[config.mk]
export PLATFORM = sky130hd
export DESIGN_NAME = amba_ahb_arbiter
export DESIGN_NICKNAME = d
export VERILOG_FILES = /design/src/rtl/amba_ahb_pkg.sv /design/src/rtl/amba_ahb_arb_picker.sv /design/src/rtl/amba_ahb_arbiter.sv
export SDC_FILE = /design/constraint.sdc
export NUM_CORES = 1
export LEC_CHECK = 0
export ABC_CLOCK_PERIOD_IN_PS = 3200
export CAP_MARGIN = 5
export CORE_AREA = 2 2 50 52
export CTS_CLUSTER_SIZE = 14
export DETAILED_ROUTE_END_ITERATION = 8
export DIE_AREA = 0 0 52 54
export PLACE_DENSITY_LB_ADDON = 0.3
export SLEW_MARGIN = 20
export SYNTH_ARGS = -nofsm -noshare
export SYNTH_HDL_FRONTEND = slang
export SYNTH_HIERARCHICAL = 1
export SYNTH_SLANG_ARGS = --single-unit
[constraint.sdc]
create_clock -name hclk -period 3.2 [get_ports hclk]
set_clock_uncertainty 0.1 [all_clocks]
set_input_delay 0.64 -clock hclk [delete_from_list [all_inputs] [get_ports hclk]]
set_output_delay 0.64 -clock hclk [all_outputs]
set_load 0.02 [all_outputs]
[src/rtl/amba_ahb_pkg.sv]
// Shared AHB encodings, arbiter FSM states and helpers for the AHB bus arbiter.
// Used by amba_ahb_arbiter (optional fixed-priority build: AHB_ARB_FIXED_PRIO_EN).
package amba_ahb_pkg;

    typedef enum logic [1:0] {
        HTRANS_IDLE   = 2'd0,
        HTRANS_BUSY   = 2'd1,
        HTRANS_NONSEQ = 2'd2,
        HTRANS_SEQ    = 2'd3
    } htrans_e;

    typedef enum logic [2:0] {
        HBURST_SINGLE = 3'd0,
        HBURST_INCR   = 3'd1,
        HBURST_WRAP4  = 3'd2,
        HBURST_INCR4  = 3'd3,
        HBURST_WRAP8  = 3'd4,
        HBURST_INCR8  = 3'd5,
        HBURST_WRAP16 = 3'd6,
        HBURST_INCR16 = 3'd7
    } hburst_e;

    typedef enum logic [1:0] {
        ST_ARB    = 2'd0,
        ST_BURST  = 2'd1,
        ST_LOCKED = 2'd2
    } arb_state_e;

    // Beats in a fixed-length burst; 0 for SINGLE/INCR, which never freeze the grant.
    function automatic logic [4:0] burst_beats(input logic [2:0] hb);
        logic [4:0] beats;
        case (hb)
            HBURST_WRAP4,  HBURST_INCR4:  beats = 5'd4;
            HBURST_WRAP8,  HBURST_INCR8:  beats = 5'd8;
            HBURST_WRAP16, HBURST_INCR16: beats = 5'd16;
            default:                      beats = 5'd0;
        endcase
        return beats;
    endfunction

    function automatic logic [1:0] onehot_to_idx(input logic [3:0] oh);
        logic [1:0] idx;
        idx = 2'd0;
        for (int k = 0; k < 4; k++) begin
            if (oh[k]) begin
                idx = 2'(k);
            end
        end
        return idx;
    endfunction

endpackage

[src/rtl/amba_ahb_arb_picker.sv]
// Combinational grant picker: round-robin from (ptr_i + 1), or fixed lowest-index
// priority when AHB_ARB_FIXED_PRIO_EN is defined. No requests -> default master.
module amba_ahb_arb_picker #(
    parameter int DEFAULT_MASTER = 0
) (
    input  logic [3:0] req_i,
`ifndef AHB_ARB_FIXED_PRIO_EN
    input  logic [1:0] ptr_i,
`endif
    output logic [3:0] gnt_o
);

    localparam logic [3:0] DEF_GNT = 4'b0001 << DEFAULT_MASTER;

`ifdef AHB_ARB_FIXED_PRIO_EN

    always_comb begin
        gnt_o = DEF_GNT;
        for (int k = 3; k >= 0; k--) begin
            if (req_i[k]) begin
                gnt_o = 4'b0001 << k;
            end
        end
    end

`else

    logic [3:0] rot_req;
    logic [1:0] rot_idx;
    logic       rot_any;

    // rot_req[0] is the master right after the last grant, so lowest set bit wins.
    for (genvar gi = 0; gi < 4; gi++) begin : g_rot
        assign rot_req[gi] = req_i[ptr_i + 2'(gi + 1)];
    end

    always_comb begin
        rot_idx = 2'd0;
        rot_any = 1'b0;
        for (int k = 3; k >= 0; k--) begin
            if (rot_req[k]) begin
                rot_idx = 2'(k);
                rot_any = 1'b1;
            end
        end
        gnt_o = rot_any ? (4'b0001 << (ptr_i + rot_idx + 2'd1)) : DEF_GNT;
    end

`endif

endmodule

[src/rtl/amba_ahb_arbiter.sv]
// Four-master AHB arbiter with burst and locked-transfer grant freezing.
// Define AHB_ARB_FIXED_PRIO_EN for fixed priority instead of round-robin.
module amba_ahb_arbiter
    import amba_ahb_pkg::*;
#(
    parameter int DEFAULT_MASTER = 0
) (
    input  logic       hclk,
    input  logic       hreset,
    input  logic [3:0] hbusreq,
    input  logic [3:0] hlock,
    input  logic [1:0] htrans,
    input  logic [2:0] hburst,
    input  logic       hready,
    output logic [3:0] hgrant,
    output logic [1:0] hmaster,
    output logic       hmastlock
);

    localparam logic [1:0] DM_IDX = 2'(DEFAULT_MASTER);
    localparam logic [3:0] DM_GNT = 4'b0001 << DEFAULT_MASTER;

    arb_state_e state_q, state_d;
    logic [3:0] cnt_q, cnt_d;
    logic [3:0] hgrant_q, hgrant_d;
    logic [1:0] hmaster_q, hmaster_d;
    logic       hmastlock_q, hmastlock_d;
`ifndef AHB_ARB_FIXED_PRIO_EN
    logic [1:0] last_q, last_d;
`endif

    logic [3:0] pick_gnt;
    logic [4:0] beats;
    logic       arb_eval;
    logic       is_nonseq;

    amba_ahb_arb_picker #(
        .DEFAULT_MASTER(DEFAULT_MASTER)
    ) u_picker (
        .req_i (hbusreq),
`ifndef AHB_ARB_FIXED_PRIO_EN
        .ptr_i (last_q),
`endif
        .gnt_o (pick_gnt)
    );

    assign beats     = burst_beats(hburst);
    assign is_nonseq = (htrans == HTRANS_NONSEQ);

    always_comb begin
        state_d     = state_q;
        cnt_d       = cnt_q;
        hgrant_d    = hgrant_q;
        hmaster_d   = hmaster_q;
        hmastlock_d = hmastlock_q;
`ifndef AHB_ARB_FIXED_PRIO_EN
        last_d      = last_q;
`endif
        arb_eval    = 1'b0;

        if (hready) begin
            hmaster_d = onehot_to_idx(hgrant_q);

            case (state_q)
                ST_ARB: begin
                    arb_eval = 1'b1;
                end
                ST_BURST: begin
                    if (htrans == HTRANS_SEQ) begin
                        cnt_d = cnt_q - 4'd1;
                        if (cnt_q == 4'd1) begin
                            state_d = ST_ARB;
                        end
                    end else if (htrans != HTRANS_BUSY) begin
                        // IDLE or NONSEQ cut the burst short; treat the edge as arbitration.
                        arb_eval = 1'b1;
                    end
                end
                ST_LOCKED: begin
                    if (!hlock[hmaster_q]) begin
                        state_d     = ST_ARB;
                        hmastlock_d = 1'b0;
                    end
                end
                default: begin
                    state_d = ST_ARB;
                end
            endcase

            if (arb_eval) begin
                if (is_nonseq && hlock[hmaster_q]) begin
                    state_d     = ST_LOCKED;
                    hmastlock_d = 1'b1;
                    cnt_d       = 4'd0;
                end else if (is_nonseq && (beats != 5'd0)) begin
                    state_d = ST_BURST;
                    cnt_d   = 4'(beats - 5'd1);
                end else begin
                    state_d  = ST_ARB;
                    cnt_d    = 4'd0;
                    hgrant_d = pick_gnt;
`ifndef AHB_ARB_FIXED_PRIO_EN
                    last_d   = onehot_to_idx(pick_gnt);
`endif
                end
            end
        end
    end

    always_ff @(posedge hclk) begin
        if (hreset) begin
            state_q     <= ST_ARB;
            cnt_q       <= 4'd0;
            hgrant_q    <= DM_GNT;
            hmaster_q   <= DM_IDX;
            hmastlock_q <= 1'b0;
`ifndef AHB_ARB_FIXED_PRIO_EN
            last_q      <= DM_IDX;
`endif
        end else begin
            state_q     <= state_d;
            cnt_q       <= cnt_d;
            hgrant_q    <= hgrant_d;
            hmaster_q   <= hmaster_d;
            hmastlock_q <= hmastlock_d;
`ifndef AHB_ARB_FIXED_PRIO_EN
            last_q      <= last_d;
`endif
        end
    end

    assign hgrant    = hgrant_q;
    assign hmaster   = hmaster_q;
    assign hmastlock = hmastlock_q;

endmodule
After elaboration in Yosys (flattened, before gate mapping)
Cells that the tools add are included.
{ "classes": {"n_addsub": 7, "order_cmp": 5, "n_eq_ne": 16, "shifts": 1, "n_mux": 46, "n_bitwise": 2, "reduce_logical": 12} }
{ "op_table": {"columns": ["op", "n"], "rows": [
  ["2-bit 2-to-1 mux", 13],
  ["4-bit 2-to-1 mux", 6],
  ["1-bit 2-to-1 mux", 19],
  ["2-bit by 3-bit less-than comparator with 1-bit output, second input constant", 5],
  ["5-bit case mux with 3 select lines", 1],
  ["3-bit equality test, second input constant", 4],
  ["1-bit binary-select mux with 2-bit select", 5],
  ["3-bit != test, second input constant", 3],
  ["4-bit by 1-bit subtractor with 4-bit output, second input constant", 2],
  ["2-bit equality test, second input constant", 3],
  ["3-bit by 2-bit equality test with 1-bit output, second input constant", 2],
  ["2-bit case mux with 3 select lines", 1],
  ["2-bit OR reduction", 3],
  ["5-bit AND reduction", 1],
  ["5-bit nonzero test", 1],
  ["2-bit by 1-bit adder with 2-bit output, second input constant", 2],
  ["2-bit adder, second input constant", 2],
  ["4-bit by 1-bit equality test with 1-bit output, second input constant", 1],
  ["4-bit AND reduction", 1],
  ["2-bit nonzero test", 2],
  ["1-bit by 2-bit << shifter with 4-bit output, first input constant", 1],
  ["3-bit AND reduction", 1],
  ["2-bit adder", 1],
  ["2-bit by 1-bit equality test with 1-bit output, second input constant", 1],
  ["other kinds (6)", 8]
]} }
{ "word_totals": {"ff_bits": 15, "in_bits": 16} }

Longest topological paths before layout
{ "depth": {"word_depth": 13, "mapped_depth": 12, "ltp_nobuf": 11} }

Modules after synthesis
Netlist, hierarchy kept.
{ "by_module_without_submodules": {"columns": ["mod", "instances", "cells_each", "area_each_um2", "seq_area_each_um2"], "rows": [
  ["amba_ahb_arbiter", 1, 94, 843.3, 300.3],
  ["amba_ahb_arb_picker", 1, 33, 257.7, 0.0]
]} }

Worst setup path before layout
No wires, ideal clock.
{ "synth_timing": {"path_type": "input port to flip-flop", "startpoint": "input port hbusreq[3]", "endpoint": "register last_q[0]", "setup_ns": 0.125, "arrival_ns": 2.517, "t_required_ns": 2.975, "path_slack_ns": 0.458, "path_stages": 12, "n_path_buf": 1, "cell_sequence": "buf_6 nor2b_1 a21oi_1 o221ai_1 o21ai_0 ha_1 xnor2_1 and4_4 o211a_1 inv_1 a2111oi_2 nor3_1"} }
{ "synth_rtl": {"columns": ["item", "line", "text"], "rows": [
  ["start, declared", "amba_ahb_arbiter.sv:10", "input logic [3:0] hbusreq,"],
  ["1-bit binary-select mux with 2-bit select", "amba_ahb_arb_picker.sv:34", "assign rot_req[gi] = req_i[ptr_i + 2'(gi + 1)];"],
  ["1-bit 2-to-1 mux (not written as such)", "amba_ahb_arb_picker.sv:34", null],
  ["2-bit 2-to-1 mux (4 in a row)", "amba_ahb_arb_picker.sv:41", "if (rot_req[k]) begin"],
  ["2-bit adder", "amba_ahb_arb_picker.sv:46", "gnt_o = rot_any ? (4'b0001 << (ptr_i + rot_idx + 2'd1)) : DEF_GNT;"],
  ["2-bit by 1-bit adder with 2-bit output", "amba_ahb_arb_picker.sv:46", null],
  ["1-bit by 2-bit << shifter with 4-bit output", "amba_ahb_arb_picker.sv:46", null],
  ["4-bit 2-to-1 mux *", "amba_ahb_arb_picker.sv:46", null],
  ["via pick_gnt[2]", "amba_ahb_arbiter.sv:32", "logic [3:0] pick_gnt;"],
  ["2-bit 2-to-1 mux * (2 in a row)", "amba_ahb_pkg.sv:45", "if (oh[k]) begin"],
  ["end signal, assigned", "amba_ahb_arbiter.sv:127", "last_q <= last_d;"],
  ["end, declared", "amba_ahb_arbiter.sv:29", "logic [1:0] last_q, last_d;"]
]} }
The timed path passes the listed nets; every way through them passes the cells marked *. The select of a mux whose other input is x is not followed.
A chain may end at the register's enable or synchronous reset.

Final worst setup path
{ "layout_timing": {"startpoint": "input port hbusreq[0]", "endpoint": "register last_q[0]"} }
The elaborated chain is that of the path after synthesis.

==> qor.yml <==
cts_num_sinks: 15
r2r_start: "last_q[1]"
cap_violations: 0
cts_setup_buffers: 0
switching_power_uw: 204.2
ios: 23
clk_pin_slew_ns: 0.09
cts_max_path_buffers: 2
period_share: 0.9403
fin_setup_tns_ns: 0
antenna_found_initial: 0
fp.coreArea_sq_mm: 0.002320
min_to: "hgrant[0]"
grt-ovfl-total: 0
pwr-share-comb: 0.433
final_util: 0.6014
placed_cells: 181
cp.required_ns: 3.26
area_growth_pct: 26.70
cts-root-buf: "clkbuf_4"
netlist_instances: 127
viasPerCell: 5.562
place_hpwl_mm: 1.908
wl_mm: 2.401
fillers: 219
fin_nets: 177
drive_above_1_share: 0.1613
cts_tree: "yes"
leakagePower_nw: 0.5066
rsz0062_at_grt: "false"
final-setup-viol-count: 0
min_from: "hgrant[0]"
instances_no_fill: 185
synth.avg_cell_area_sq_um: 8.670
hp-class: "reg2reg"
die_h_um: 54
critPathLaunchType: "input pin"
cts_htree_levels: 1
reg2reg_slack_ns: 0.67
ir_drop_v: 0.0002672
synth_ff_type: "dfxtp_1"
crit_chain: "clkdlybuf4s50_1, nor2b_2, a21oi_1, o221ai_1, o21ai_0, ha_1, xnor2_1, buf_4, a31oi_4, o211a_1, inv_1, a2111oi_2, nor3_1"
avgRoutedWirePerCell_um: 12.98
die_w_um: 52
drcViolationCount: 0
n_antenna_cell: 0
drtIter0Drc: 14
netlist_area_sq_mm: 0.001101
grt_pass1_vias: 971
slew_headroom: 0.5911
p_int_uw: 387.0
cts_resized: 0
end_kind: "register"
ys_seq_elements: 15
synth_warnings: 6
switching_share: 0.3454
fmax_mhz: 332.4
crit_path_max_fanout: 5
synth_nets: 148
r2r_cells: 12
outcome: "complete, no violations"
firstDrtPassIters: 4
fin_ws_ns: 0.1911
antenna_left: 0
postCtsHoldBufs: 0
clock_power_share: 0.190
fin_crit_ns: 3.009
maxSlewViolCount: 0
slowest_stage: "clkdlybuf4s50_1"
io_buffers: 21
synth_edf_count: 0
crit_arrival_ns: 3.07
grtUsageTotal: 0.1981
place_ws_ns: -0.1079
path_delay_family: "compound AO/OA/AOI/OAI gates"
whs_path_depth: 2
yosysUniqueCellTypes: 49
p_total_uw: 591.2
worstMarginPinSlew_ns: 0.6115
numCtsBuffers: 3
grt_max_degree: 18
powerDensity_mw_per_mm2: 423.7
async_flop_share: 0
crit_buf_inv: 3
p_seq_frac: 0.378
cpPeakStageDelay_ns: 0.53
hold_viol: 0
clk_latency_ns: 0.29
rows: 18
num_vias: 1029
seq_area_frac_synth: 0.2727
die_area_sq_mm: 0.002808
path_class: "in2reg"
r2r_end: "last_q[0]"
grt_pass1_wl_mm: 4.167
gp_congestion: 0.7684
start_util: 0.4746
[flip-flops by register name, indices dropped and copies added (netlist names)]
name       cells
state_q        2
last_q         2
hgrant         4
cnt_q          4
hmastlock      1
hmaster        2
[metal layers]
layer / track usage / wire, um
met5: 0 / 0
met4: 0.06140 / 24
met3: 0.05000 / 75
met2: 0.3629 / 1256
met1: 0.2248 / 1045
[kinds of logic (layout without fill, tap and decap cells)]
logic type,Yosys count,count (layout),synth area share
buf+inv,16,44,0.07613
simple gates,45,45,0.2648
fa+ha+maj,5,5,0.05682
compound gates,41,41,0.2750
flops,15,15,0.2727
mux,3,3,0.03864
xor+xnor,2,2,0.01591
[worst max path at each step]
stage,startpoint,endpoint,slack [ns],cells past startpoint
2_1_floorplan,hbusreq[3],last_q[0],0.46,12
3_3_place_gp,hbusreq[0],last_q[0],-0.04,13
3_5_place_dp,hbusreq[0],last_q[0],-0.11,13
4_1_cts,hbusreq[0],last_q[0],0.21,13
5_1_grt,hbusreq[0],last_q[0],0.04,13
6_report,hbusreq[0],last_q[0],0.19,13
[placed cells by master (no fill, tap or decap), types with 2 or more instances in the layout]
master / count
clkdlybuf4s50_1: 21
dfxtp_1: 15
inv_1: 11
nor2_1: 8
a21oi_1: 8
buf_4: 8
nor3_1: 6
o21ai_0: 6
o21ai_1: 5
ha_1: 5
nand2_1: 4
a211oi_1: 4
nand3_1: 4
nand3b_1: 3
clkbuf_4: 3
and2b_1: 2
o21a_1: 2
xnor2_1: 2
nand2b_1: 2
a31oi_1: 2
mux2i_1: 2
nor2b_1: 2
nor3b_1: 2
[cell type report]
| type | instances | area, sq um | area share |
|---|---|---|---|
| sequential | 15 | 300.3 | 0.2152 |
| multi-input combinational | 96 | 719.4 | 0.5157 |
| timing repair buffer | 29 | 270.3 | 0.1937 |
| tap | 30 | 37.54 | 0.02691 |
| inverter | 11 | 41.29 | 0.02960 |
| clock buffer | 4 | 26.28 | 0.01883 |
[synth_stat cells (2+ instances only)]
master / count / area (sq um)
o21ai_0: 6 / 30.03
nand3b_1: 3 / 22.52
dfxtp_1: 15 / 300.3
nor2b_1: 3 / 18.77
o21ai_1: 5 / 25.02
a31oi_1: 2 / 12.51
nand2_1: 4 / 15.01
inv_1: 11 / 41.29
nand3_1: 4 / 20.02
a21oi_1: 8 / 40.04
buf_6: 3 / 33.78
and2b_1: 2 / 15.01
xnor2_1: 2 / 17.52
nor3b_1: 2 / 15.01
o21a_1: 2 / 15.01
nor2_1: 8 / 30.03
nor3_1: 6 / 30.03
a211oi_1: 4 / 30.03
ha_1: 5 / 62.56
nand2b_1: 2 / 12.51
mux2i_1: 2 / 20.02
[power by group through the flow]
stage / logic, mW / registers [mW] / clock network (mW)
detailed placement: 0.254 / 0.228 / 0
floorplan: 0.159 / 0.233 / 0
finish: 0.256 / 0.223 / 0.112
global route: 0.280 / 0.227 / 0.124
CTS: 0.255 / 0.223 / 0.116
global placement: 0.245 / 0.226 / 0
[metrics by stage]
stage | cell area (sq um) | hold WS [ns]
floorplan | 1101 | 0.3768
global placement | 1366 | 0.3614
detailed placement | 1366 | 0.3898
CTS | 1393 | 0.4027
global route | 1395 | 0.4323
finish | 1395 | 0.4028
[tightest hold or removal path, delay by kind of cell (launching register included)]
family	cells	cell delay (ns)
compound gates	1	0.06
flops	1	0.34
simple gates	1	0.07
(Power assumes the default switching activity.)
